--- config.mk ---
export PLATFORM = sky130hd
export DESIGN_NAME = mandel_pixel_sched
export DESIGN_NICKNAME = d
export VERILOG_FILES = /design/src/rtl/mandel_pkg.sv /design/src/rtl/sched_lane_capture.sv /design/src/rtl/mandel_pixel_sched.sv
export SDC_FILE = /design/constraint.sdc
export NUM_CORES = 1
export LEC_CHECK = 0
export ABC_AREA = 1
export CORE_ASPECT_RATIO = 0.8
export CORE_UTILIZATION = 59
export DETAILED_ROUTE_END_ITERATION = 10
export GPL_TIMING_DRIVEN = 0
export PLACE_DENSITY = 0.9
export SLEW_MARGIN = 5
export SYNTH_ARGS = -nofsm -noshare
export SYNTH_HDL_FRONTEND = slang
export SYNTH_SLANG_ARGS = --single-unit
--- constraint.sdc ---
create_clock -name clk -period 4.7 [get_ports clk]
set_clock_uncertainty 0.15 [all_clocks]
set_input_delay 0.94 -clock clk [delete_from_list [all_inputs] [get_ports clk]]
set_output_delay 0.94 -clock clk [all_outputs]
set_load 0.01 [all_outputs]
--- src/rtl/mandel_pkg.sv ---
// rtl/mandel_pkg.sv - shared state encoding and constants for the Mandelbrot pixel scheduler
package mandel_pkg;

   localparam int LANES = 4;

   localparam logic [1:0] LVL0 = 2'd0;
   localparam logic [1:0] LVL1 = 2'd1;
   localparam logic [1:0] LVL2 = 2'd2;
   localparam logic [1:0] LVL3 = 2'd3;

   typedef enum logic [2:0] {
      S_IDLE,
      S_RST,
      S_SETUP,
      S_START,
      S_WAIT,
      S_WRITE,
      S_ADVANCE,
      S_DONE
   } sched_state_t;

endpackage

--- src/rtl/sched_lane_capture.sv ---
// rtl/sched_lane_capture.sv - per-lane done flag and iteration count capture
module sched_lane_capture #(
   parameter int ITER_W = 8
) (
   input  logic              clk,
   input  logic              rst_n,
   input  logic              clr,
   input  logic              cap_en,
   input  logic              force_ones,
   input  logic              done_in,
   input  logic [ITER_W-1:0] iter_in,
   output logic              seen_nxt,
   output logic [ITER_W-1:0] count_nxt
);

   logic              done_seen;
   logic [ITER_W-1:0] count;

   // Next-state values are exported so the scheduler can react to a lane finishing this cycle.
   always_comb begin
      seen_nxt  = done_seen;
      count_nxt = count;
      if (clr) begin
         seen_nxt  = 1'b0;
         count_nxt = '0;
      end else if (cap_en && !done_seen && done_in) begin
         seen_nxt  = 1'b1;
         count_nxt = iter_in;
      end else if (force_ones && !done_seen) begin
         seen_nxt  = 1'b1;
         count_nxt = '1;
      end
   end

   always_ff @(posedge clk or negedge rst_n) begin
      if (!rst_n) begin
         done_seen <= 1'b0;
         count     <= '0;
      end else begin
         done_seen <= seen_nxt;
         count     <= count_nxt;
      end
   end

endmodule

--- src/rtl/mandel_pixel_sched.sv ---
// rtl/mandel_pixel_sched.sv - frame scheduler walking 4-pixel groups through fetch_param/MBT lanes
// Optional WAIT watchdog and timeout_flag port enabled by MANDEL_SCHED_TIMEOUT_EN.
module mandel_pixel_sched
   import mandel_pkg::*;
#(
   parameter int H_RES       = 640,
   parameter int V_RES       = 480,
   parameter int ITER_W      = 8,
   parameter int ADDR_W      = 19,
   parameter int FETCH_LAT   = 3,
   parameter int TIMEOUT_CYC = 4096
) (
   input  logic                    clk,
   input  logic                    rst_n,
   input  logic                    frame_start,
   input  logic [1:0]              zoom_in,
   output logic                    busy,
   output logic                    frame_done,
   output logic [15:0]             i_x,
   output logic [15:0]             i_y,
   output logic [1:0]              zoom_level,
   output logic                    start,
   output logic                    rstMBT,
   input  logic [LANES-1:0]        mbt_done,
   input  logic [LANES*ITER_W-1:0] mbt_iter,
   output logic                    fb_we,
   output logic [ADDR_W-1:0]       fb_addr,
   output logic [ITER_W-1:0]       fb_data,
   input  logic                    fb_ready
`ifdef MANDEL_SCHED_TIMEOUT_EN
   ,
   output logic                    timeout_flag
`endif
);

   localparam logic [15:0] X_LAST     = 16'(H_RES - 4);
   localparam logic [15:0] Y_LAST     = 16'(V_RES - 1);
   localparam logic [15:0] SETUP_LOAD = 16'(FETCH_LAT - 1);

   sched_state_t      state;
   logic [15:0]       setup_cnt;
   logic [1:0]        lane_idx;
   logic [LANES-1:0]  seen_nxt;
   logic [ITER_W-1:0] cnt_nxt [LANES];
   logic              lane_clr;
   logic              lane_cap;
   logic              lane_force;
   logic              all_seen;

   assign lane_clr = (state == S_RST);
   assign lane_cap = (state == S_WAIT);
   assign all_seen = &seen_nxt;

`ifdef MANDEL_SCHED_TIMEOUT_EN
   logic [31:0] wait_cnt;
   assign lane_force = lane_cap && (wait_cnt == 32'(TIMEOUT_CYC - 1));
`else
   assign lane_force = 1'b0;
`endif

   for (genvar k = 0; k < LANES; k++) begin : g_lane
      sched_lane_capture #(
         .ITER_W(ITER_W)
      ) u_cap (
         .clk       (clk),
         .rst_n     (rst_n),
         .clr       (lane_clr),
         .cap_en    (lane_cap),
         .force_ones(lane_force),
         .done_in   (mbt_done[k]),
         .iter_in   (mbt_iter[k*ITER_W +: ITER_W]),
         .seen_nxt  (seen_nxt[k]),
         .count_nxt (cnt_nxt[k])
      );
   end

   // fb_addr doubles as the raster address counter; it only advances on accepted writes.
   always_ff @(posedge clk or negedge rst_n) begin
      if (!rst_n) begin
         state      <= S_IDLE;
         setup_cnt  <= '0;
         lane_idx   <= '0;
         busy       <= 1'b0;
         frame_done <= 1'b0;
         i_x        <= '0;
         i_y        <= '0;
         zoom_level <= LVL0;
         start      <= 1'b0;
         rstMBT     <= 1'b0;
         fb_we      <= 1'b0;
         fb_addr    <= '0;
         fb_data    <= '0;
`ifdef MANDEL_SCHED_TIMEOUT_EN
         wait_cnt     <= '0;
         timeout_flag <= 1'b0;
`endif
      end else begin
         start      <= 1'b0;
         rstMBT     <= 1'b0;
         frame_done <= 1'b0;
         case (state)
            S_IDLE: begin
               if (frame_start) begin
                  zoom_level <= zoom_in;
                  i_x        <= '0;
                  i_y        <= '0;
                  fb_addr    <= '0;
                  busy       <= 1'b1;
                  rstMBT     <= 1'b1;
                  state      <= S_RST;
`ifdef MANDEL_SCHED_TIMEOUT_EN
                  timeout_flag <= 1'b0;
`endif
               end
            end
            S_RST: begin
               setup_cnt <= SETUP_LOAD;
               state     <= S_SETUP;
            end
            S_SETUP: begin
               if (setup_cnt == 16'd0) begin
                  start <= 1'b1;
                  state <= S_START;
               end else begin
                  setup_cnt <= setup_cnt - 16'd1;
               end
            end
            S_START: begin
`ifdef MANDEL_SCHED_TIMEOUT_EN
               wait_cnt <= '0;
`endif
               state <= S_WAIT;
            end
            S_WAIT: begin
`ifdef MANDEL_SCHED_TIMEOUT_EN
               wait_cnt <= wait_cnt + 32'd1;
               if (lane_force) begin
                  timeout_flag <= 1'b1;
               end
`endif
               if (all_seen) begin
                  lane_idx <= 2'd0;
                  fb_we    <= 1'b1;
                  fb_data  <= cnt_nxt[0];
                  state    <= S_WRITE;
               end
            end
            S_WRITE: begin
               if (fb_ready) begin
                  fb_addr <= fb_addr + ADDR_W'(1);
                  if (lane_idx == 2'd3) begin
                     fb_we <= 1'b0;
                     state <= S_ADVANCE;
                  end else begin
                     lane_idx <= lane_idx + 2'd1;
                     fb_data  <= cnt_nxt[lane_idx + 2'd1];
                  end
               end
            end
            S_ADVANCE: begin
               if ((i_x == X_LAST) && (i_y == Y_LAST)) begin
                  frame_done <= 1'b1;
                  state      <= S_DONE;
               end else begin
                  if (i_x == X_LAST) begin
                     i_x <= '0;
                     i_y <= i_y + 16'd1;
                  end else begin
                     i_x <= i_x + 16'd4;
                  end
                  rstMBT <= 1'b1;
                  state  <= S_RST;
               end
            end
            S_DONE: begin
               busy  <= 1'b0;
               state <= S_IDLE;
            end
            default: state <= S_IDLE;
         endcase
      end
   end

endmodule

==> results of run 1 <==
==> worst max-delay path: stages <==
cell and delay [ns]:
clkdlybuf4s50_1 0.49, inv_1 0.06, nor2_2 0.31, nand3_1 0.36, nand2_1 0.18, nand2_1 0.09
nand3_1 0.09, nand3_1 0.11, nand2_1 0.10, nand2_1 0.05, nand2_1 0.06, nand2_1 0.04
==> metal layers <==
layer | up-vias | part of all wire, % | track usage, %
li1 | 3357 | - | -
met1 | 3328 | 44 | 45.39
met2 | 334 | 46 | 49.77
met3 | 37 | 8.1 | 6.651
met4 | 0 | 2.1 | 11.45
met5 | - | 0 | 0
==> worst paths after layout <==
kind                             startpoint             to  slack (ns)  depth (start not counted)
worst max-delay path            mbt_done[3]     fb_data[1]        1.97                         12
worst min-delay path                  rst_n  setup_cnt[12]        0.25                          1
worst max register to register  lane_idx[0]     fb_data[0]        2.54                         10
worst min register to register   fb_data[1]     fb_data[1]        0.34                          2
max in group asynchronous             rst_n     fb_data[2]        3.40                          2
min in group clk                 fb_data[1]     fb_data[1]        0.34                          2
==> per-stage QoR <==
step	setup WS [ns]	hold WS, ns	total power [mW]	instance area, um2	utilization [%]
2_1_floorplan	2.506	0.3029	2.551	7044	-
3_3_place_gp	-2.183	0.3201	3.037	8280	71.62
3_5_place_dp	1.567	0.3142	3.092	8309	71.87
4_1_cts	1.991	0.2577	4.418	8906	77.03
5_1_grt	1.810	0.2635	4.726	8906	77.03
6_report	1.971	0.2495	4.438	8906	77.03
==> report_power, final <==
part           internal (mW)  switching [mW]  total (mW)
combinational          0.599            1.13        1.73
clock                  0.812           0.497        1.31
sequential              1.25           0.149        1.40
==> area by class of cell <==
type	count	area, um2	share of cell area (%)
buffer	27	173.9	1.953
sequential	121	3028	34.00
clock inverter	13	143.9	1.616
tap	148	185.2	2.079
inverter	150	564.3	6.336
timing repair buffer	106	1080	12.12
clock buffer	19	452.9	5.086
multi-input combinational	678	3278	36.81
==> state kept, by name (all words and copies together), names as in the netlist <==
signal and cells:
lane_idx 2, zoom_level 2, frame_done 1, state 3, setup_cnt 16, fb_data 8
g_lane.u_cap.count 32, start 1, i_y 16, fb_we 1, fb_addr 19, i_x 14
busy 1, g_lane.u_cap.done_seen 4, rstMBT 1
==> layout by cell type (no fill, tap or decap), drive strengths merged <==
cell / instances
buf: 26
dfrtp: 121
a21oi: 28
clkdlybuf4s50: 104
a31oi: 1
a22oi: 2
bufinv: 2
nand3b: 9
conb: 2
nor4: 1
clkinvlp: 1
xnor2: 4
o22ai: 2
and3: 1
inv: 150
clkinv: 10
o31ai: 1
nand4: 34
nor3b: 1
a31o: 2
o21ai: 49
nor3: 23
nor2: 111
a21boi: 1
xor2: 13
ha: 7
nand2: 270
or2: 9
clkbuf: 22
a21o: 1
nand3: 106
==> kinds of logic after synthesis <==
kind of cell	share of synthesized area, %
buffers and inverters	10.49
XOR/XNOR	2.115
other	0.05326
AND/OR/NAND/NOR	36.43
adder cells (fa/ha/maj)	1.244
AO/OA/AOI/OAI	6.664
flip-flops	43.01
==> flow_summary.yaml, run 1 <==
clock_network:
  clk_pin_slew_ns: 0.06
  cts_max_level: 4
  cts_root_buf: "clkbuf_16"
  cts_hold_buf: 0
  cts.sinks: 121
  numCtsBuffers: 17
  insertion_delay_ns: 0.42
  ctsResizeCount: 0
  post_cts_buffers: 0
  clk_path_buf_depth: 2
  cts_tree: "yes"
worst_setup_path:
  cp.required_ns: 4.86
  crit_path_start_kind: "primary input"
  path_max_fanout: 9
  end_kind: "register"
  cp.arrival_ns: 2.89
  crit_type: "in -> reg"
grt:
  grt_util_all_layers_pct: 32.39
  grt_pass1_wl_mm: 31.01
  overflow: 0
  grt_antenna_before_repair: 0
  grt_max_degree: 92
  grt_pass1_vias: 6603
yosys:
  postSynthAreaPerCell_um2: 7.221
  synth_top_area_cell: "dfrtp_1"
  synth_seq_area_share_pct: 43.01
  syn_area_um2: 7041
  ys_seq_elements: 121
  synth.distinct_cells: 44
  synth_top_cell_area_share_pct: 43.01
  synth_commonest_cells: "nand2_1, inv_1, dfrtp_1"
  ys_top_cells_by_area: "dfrtp_1, nand2_1, inv_1, nand3_1, nor2_1"
  synth_ff_type: "dfrtp_1"
  async_flop_share_pct: 100.0
  yosys_warnings: 0
  synth_edf_count: 0
  synth.most_common_cell: "nand2_1"
  syn_inst: 975
timing:
  tightest_slew_ns: 0.5906
  rsz0062_at_grt: "no"
  timing.slew.headroom_pct: 60.32
  setup_viol: 0
  finalCritPeriodShare_pct: 58.07
  finalHoldViolations: 0
  tns_ns: 0
  finalMaxSlewViolations: 0
  timing.fmax_ghz: 0.3664
  layout_min_cycle_time_ns: 2.729
die:
  io_pins: 108
  die_x_um: 124.1
  rows: 35
  die_area_um2: 12380
  start_util_pct: 60.90
  coreArea_um2: 11560
  die_h_um: 99.71
hold_path:
  hold_path_class: "in -> async"
layout:
  final_cells: 1262
  layout-drive-gt1-share_pct: 8.887
  num_antenna_cells: 0
  area_delta_synth_final_pct: 26.50
  nFillCells: 848
  layout.nets: 1150
drt:
  via_count: 7056
  drc_errors: 0
  vias_per_cell: 5.591
  drt-wirelength-per-cell_um: 14.77
  finalWirelength_mm: 18.64
  ant_nets: 0
  firstDrtPassIters: 6
  initialDrtViolationCount: 508
place:
  place_inst: 1230
  finalWeightedCongestion: 0.9247
  portBuffers: 105
  hpwl_mm: 13.18
power:
  peakVddDrop_mv: 0.3456
  p_per_area_nw_per_um2: 498.3
  leakage_nw: 4.476
job:
  maxCapViolations: 0
outcome:
  outcome: "finished clean"
Note: power is estimated with default switching activity, not from simulation.
==> run 2, diff against run 1 <==
--- a/config.mk
+++ b/config.mk
@@ -7,10 +7,10 @@
 export LEC_CHECK = 0
 export ABC_AREA = 1
 export CORE_ASPECT_RATIO = 0.8
-export CORE_UTILIZATION = 59
+export CORE_UTILIZATION = 55
 export DETAILED_ROUTE_END_ITERATION = 10
 export GPL_TIMING_DRIVEN = 0
-export PLACE_DENSITY = 0.9
+export PLACE_DENSITY = 0.85
 export SLEW_MARGIN = 5
 export SYNTH_ARGS = -nofsm -noshare
 export SYNTH_HDL_FRONTEND = slang
==> constraint.sdc (replaced) <==
create_clock -name clk -period 2.58 [get_ports clk]
set_clock_uncertainty 0.15 [all_clocks]
set_input_delay 0.516 -clock clk [delete_from_list [all_inputs] [get_ports clk]]
set_output_delay 0.516 -clock clk [all_outputs]
set_load 0.01 [all_outputs]
==> run 2 against run 1 <==
Net effect:
- non-clock buffer count rose by 1
- global-route usage fell by 3.4 points
- cell area rose by 0.59%
- utilization fell by 4.4 points
- clock-buffer cell count fell by 1
- largest cell class unchanged
- critical endpoint is now fb_data[0]
==> flow_summary.yaml, run 2 (same netlist as run 1, synthesis figures left out) <==
outcome:
  outcome: "finished clean"
power:
  peakVddDrop_mv: 0.7288
  leakage_nw: 4.479
  p_per_area_nw_per_um2: 905.8
hold_path:
  min_to: "zoom_level[1]"
  hp-start: "zoom_level[1]"
  hold_depth: 2
  hold_path_class: "reg -> reg"
drt:
  ant_nets: 0
  drc_errors: 0
  via_count: 6786
  drt-wirelength-per-cell_um: 13.93
  wl_met2_mm: 7.836
  initialDrtViolationCount: 541
  vias_per_cell: 5.277
  met1_length_mm: 8.376
  firstDrtPassIters: 5
  finalWirelength_mm: 17.91
  wl_met3_mm: 1.380
  dr.max_layer_used: "met4"
grt:
  grt_util_all_layers_pct: 29.01
  grt_antenna_before_repair: 0
  grt_pass1_vias: 6324
  overflow: 0
  grt_pass1_wl_mm: 29.91
  grt_max_degree: 62
timing:
  timing.slew.headroom_pct: 60.16
  layout_min_cycle_time_ns: 2.302
  setup_ws_ns: 0.2783
  finalCritPeriodShare_pct: 89.22
  rsz0062_at_grt: "no"
  tightest_slew_ns: 0.5976
  finalHoldViolations: 0
  setup_viol: 0
  finalMaxSlewViolations: 0
  timing.fmax_ghz: 0.4345
die:
  rows: 36
  coreArea_um2: 12340
  die_area_um2: 13260
  io_pins: 108
  start_util_pct: 57.05
  die_h_um: 103.2
  die_x_um: 128.5
worst_setup_path:
  r2r_start: "i_y[0]"
  end_kind: "register"
  r2r_end: "i_y[10]"
  rr_worst_depth: 11
  crit_path_start_kind: "primary input"
  r2r_setup_slack_ns: 0.37
  cp.arrival_ns: 2.45
  path_max_fanout: 9
  cp.required_ns: 2.73
  crit_type: "in -> reg"
place:
  hpwl_mm: 12.91
  portBuffers: 105
  finalWeightedCongestion: 0.9365
  dp_slack_ns: -0.01071
  placed_area_um2: 8338
clock_network:
  cts_root_buf: "clkbuf_16"
  insertion_delay_ns: 0.42
  cts.sinks: 121
  clk_path_buf_depth: 2
  cts_tree: "yes"
  clk_pin_slew_ns: 0.06
  ctsResizeCount: 0
  numCtsBuffers: 17
  cts_max_level: 4
job:
  maxCapViolations: 0
layout:
  top_regs: "g_lane.u_cap.count x32, fb_addr x19"
  largest-register: "g_lane.u_cap.count"
  num_antenna_cells: 0
  layout.nets: 1151
  mostFrequentLayoutCell: "nand2_1"
  final_util_pct: 72.59
  final_cell_mix: "nand2_1, inv_1, dfrtp_1"
  largest_reg_flops: 32
  design_area_um2: 8959
  area_delta_synth_final_pct: 27.24
  layout-drive-gt1-share_pct: 8.879
-- run 2: per-layer routing --
metal  up-vias  track usage (%)
met1      3108            40.84
li1       3363                -
met4         0            10.32
met3        36            6.842
met2       279            44.20
met5         -                0
-- run 2: report_power, final --
group | leakage (nW) | switching [mW] | internal, mW
sequential | 1.65 | 0.267 | 2.28
combinational | 2.54 | 2.02 | 1.09
clock | 0.293 | 0.904 | 1.55
-- run 2: metrics by stage --
| stage | hold WS (ns) | std cells | total power, mW | setup TNS [ns] |
|---|---|---|---|---|
| 3_5_place_dp | 0.3208 | 1253 | 5.607 | -0.02622 |
| 4_1_cts | 0.3354 | 1286 | 8.100 | 0 |
| 5_1_grt | 0.3611 | 1286 | 8.665 | 0 |
| 3_3_place_gp | 0.3130 | 1252 | 5.532 | -476.91 |
| 2_1_floorplan | 0.07041 | 976 | 4.647 | 0 |
| 6_report | 0.3295 | 1286 | 8.115 | 0 |
-- run 2: timing repair --
item                                   4_1_cts  5_1_grt
hold buffers                                 1        0
setup endpoints to repair                    0        0
endpoints found under the hold margin       60        0
buffers inserted                             0        0
-- run 2: layout make-up --
cell class,count,area (um2)
Fill cell,1007,3383
Clock inverter,14,171.4
Timing Repair Buffer,107,1090
Tap cell,171,214.0
Buffer,27,173.9
Clock buffer,18,439.2
Multi-Input combinational cell,678,3278
Sequential cell,121,3028
Inverter,150,564.3
-- run 2: worst max-delay path, stage by stage --
cell and delay (ns):
clkdlybuf4s50_1 0.48, inv_1 0.05, nor2_2 0.28, nand3_1 0.33
nand2_1 0.16, nand2_1 0.08, nand3_1 0.11, nand3_1 0.15
nand2_1 0.11, nand2_1 0.05, nand2_1 0.06, nand2_1 0.06
-- run 2: worst max-delay path by stage --
stage,startpoint,end,slack [ns],cells past startpoint
finish,mbt_done[3],fb_data[0],0.28,12
global route,mbt_done[3],fb_data[0],0.13,12
CTS,mbt_done[0],fb_data[2],0.34,12
detailed placement,mbt_done[0],fb_data[4],-0.01,12
global placement,rst_n,fb_addr[5],-3.95,1
floorplan,i_x[3],i_y[10],0.77,9
==> run 3, diff against run 2 <==
--- a/config.mk
+++ b/config.mk
@@ -6,11 +6,12 @@
 export NUM_CORES = 1
 export LEC_CHECK = 0
 export ABC_AREA = 1
+export CAP_MARGIN = 0
 export CORE_ASPECT_RATIO = 0.8
-export CORE_UTILIZATION = 55
+export CORE_UTILIZATION = 34
 export DETAILED_ROUTE_END_ITERATION = 10
 export GPL_TIMING_DRIVEN = 0
-export PLACE_DENSITY = 0.85
+export PLACE_DENSITY = 0.59
 export SLEW_MARGIN = 5
 export SYNTH_ARGS = -nofsm -noshare
 export SYNTH_HDL_FRONTEND = slang
==> run 3 against run 2 <==
Net effect:
- total power decreased by 2.7%
- critical path depth unchanged
- highest routed layer unchanged
- clock-buffer cell count unchanged
- die area increased by 61%
- sequential share of layout area decreased by 0.23 points
- hold slack got worse by 0.00068 ns
- clock power decreased by 8.6%
- cell area increased by 0.68%
- combinational power about the same
- fmax decreased by 0.60%
- cell count increased by 7.2%
- utilization decreased by 28 points
==> flow_summary.yaml, run 3 (same netlist as run 1, synthesis figures left out) <==
place:
  finalWeightedCongestion: 0.8863
  hpwl_mm: 13.93
  portBuffers: 105
  dp_slack_ns: -0.1508
hold_path:
  hold_path_class: "reg -> reg"
  hold_depth: 2
  min_to: "zoom_level[1]"
  hp-start: "zoom_level[1]"
power:
  p_per_area_nw_per_um2: 875.2
  leakage_nw: 4.434
  peakVddDrop_mv: 0.3547
drt:
  ant_nets: 0
  vias_per_cell: 4.760
  drc_errors: 0
  finalWirelength_mm: 18.76
  firstDrtPassIters: 5
  drt-wirelength-per-cell_um: 13.60
  via_count: 6564
  initialDrtViolationCount: 304
worst_setup_path:
  worstPathCellList: "clkdlybuf4s50_1 > inv_1 > nor2_2 > nand3_1 > nand2_1 > nand2_1 > nand3_1 > nand3_1 > nand2_1 > nand2_1 > nand2_1 > nand2_1"
  crit_path_start_kind: "primary input"
  cp.depth: 12
  max_stage_delay_ns: 0.48
  path_max_fanout: 9
  end_kind: "register"
  cp.required_ns: 2.74
  r2r_setup_slack_ns: 0.45
  crit_type: "in -> reg"
  r2r_start: "i_x[3]"
  r2r_end: "i_x[14]"
  crit_buf_inv: 2
  worst_path_most_repeated_cell: "nand2_1"
  cp.arrival_ns: 2.48
  slowest_stage: "clkdlybuf4s50_1"
  rr_worst_depth: 9
  cpLargestDelayFamily: "simple AND/OR/NAND/NOR gates"
timing:
  tightest_slew_ns: 0.6489
  setup_ws_ns: 0.2644
  timing.slew.headroom_pct: 56.74
  layout_min_cycle_time_ns: 2.316
  rsz0062_at_grt: "no"
  finalMaxSlewViolations: 0
  fin_hold_ws_ns: 0.3288
  finalHoldViolations: 0
  timing.fmax_ghz: 0.4319
  finalCritPeriodShare_pct: 89.75
  setup_viol: 0
grt:
  grt_util_all_layers_pct: 18.49
  grt_antenna_before_repair: 0
  grt_max_degree: 68
  grt_pass1_wl_mm: 31.04
  grt_pass1_vias: 6031
  overflow: 0
clock_network:
  numCtsBuffers: 17
  cts_tree: "yes"
  clk_path_buf_depth: 2
  cts.sinks: 121
  clk_pin_slew_ns: 0.06
  insertion_delay_ns: 0.42
  post_cts_buffers: 0
  cts_root_buf: "clkbuf_16"
  cts_max_level: 4
job:
  maxCapViolations: 0
outcome:
  outcome: "finished clean"
layout:
  mostFrequentLayoutCell: "nand2_1"
  nFillCells: 2048
  largest-register: "g_lane.u_cap.count"
  num_antenna_cells: 0
  largest_reg_flops: 32
  layout.nets: 1151
  final_cell_mix: "nand2_1, inv_1, dfrtp_1"
  top_regs: "g_lane.u_cap.count x32, fb_addr x19"
  area_delta_synth_final_pct: 28.11
  layout-drive-gt1-share_pct: 8.789
die:
  die_h_um: 130.7
  rows: 46
  die_area_um2: 21290
  start_util_pct: 35.15
  io_pins: 108
  coreArea_um2: 20030
  die_x_um: 162.9
[run 3: how the worst max path moves through the flow]
| stage | from | to |
|---|---|---|
| 2_1_floorplan | i_x[3] | i_y[10] |
| 3_3_place_gp | rst_n | fb_addr[4] |
| 3_5_place_dp | mbt_done[3] | fb_data[2] |
| 4_1_cts | mbt_done[3] | fb_data[2] |
| 5_1_grt | mbt_done[3] | fb_data[2] |
| 6_report | mbt_done[3] | fb_data[2] |
[run 3: power breakdown]
part	internal, mW	switching (mW)
combinational	1.09	2.02
sequential	2.28	0.260
clock	1.32	0.921
[run 3: final cells by class]
| class | count | area [um2] | area share (%) |
|---|---|---|---|
| Timing Repair Buffer | 107 | 1090 | 12.08 |
| Inverter | 150 | 564.3 | 6.256 |
| Multi-Input combinational cell | 678 | 3278 | 36.34 |
| Tap cell | 264 | 330.3 | 3.662 |
| Sequential cell | 121 | 3028 | 33.57 |
| Clock buffer | 18 | 429.2 | 4.758 |
| Clock inverter | 14 | 126.4 | 1.401 |
| Buffer | 27 | 173.9 | 1.928 |
[run 3: layer usage]
metal,up-vias,part of all wire [%],GRT usage (%)
li1,3360,-,-
met1,3058,52,27.64
met2,127,42,26.91
met3,19,4.7,3.093
met4,0,1.2,6.047
met5,-,0,0
[run 3: worst register-to-register path, stage by stage (launching register included)]
cell and delay (ns):
dfrtp_1 0.46, ha_1 0.23, inv_1 0.05, nor2_1 0.22
nand3_1 0.13, nor2_1 0.20, nand2_1 0.17, nor3_1 0.21
nand2_1 0.08, a21boi_1 0.14
[run 3: metrics by stage]
step,TNS [ns],utilization [%],cells,total power [mW],cell area [um2]
after floorplan,0,-,976,4.647,7044
after global placement,-526.96,42.07,1345,5.624,8426
after detailed placement,-0.7671,42.21,1346,5.668,8454
after CTS,0,45.03,1379,7.951,9020
after global routing,0,45.03,1379,8.497,9020
final,0,45.03,1379,7.895,9020
[run 3: timing repair]
action,4_1_cts,5_1_grt
hold endpoints to repair,54,0
hold buffers,1,0
gates resized for setup,0,0
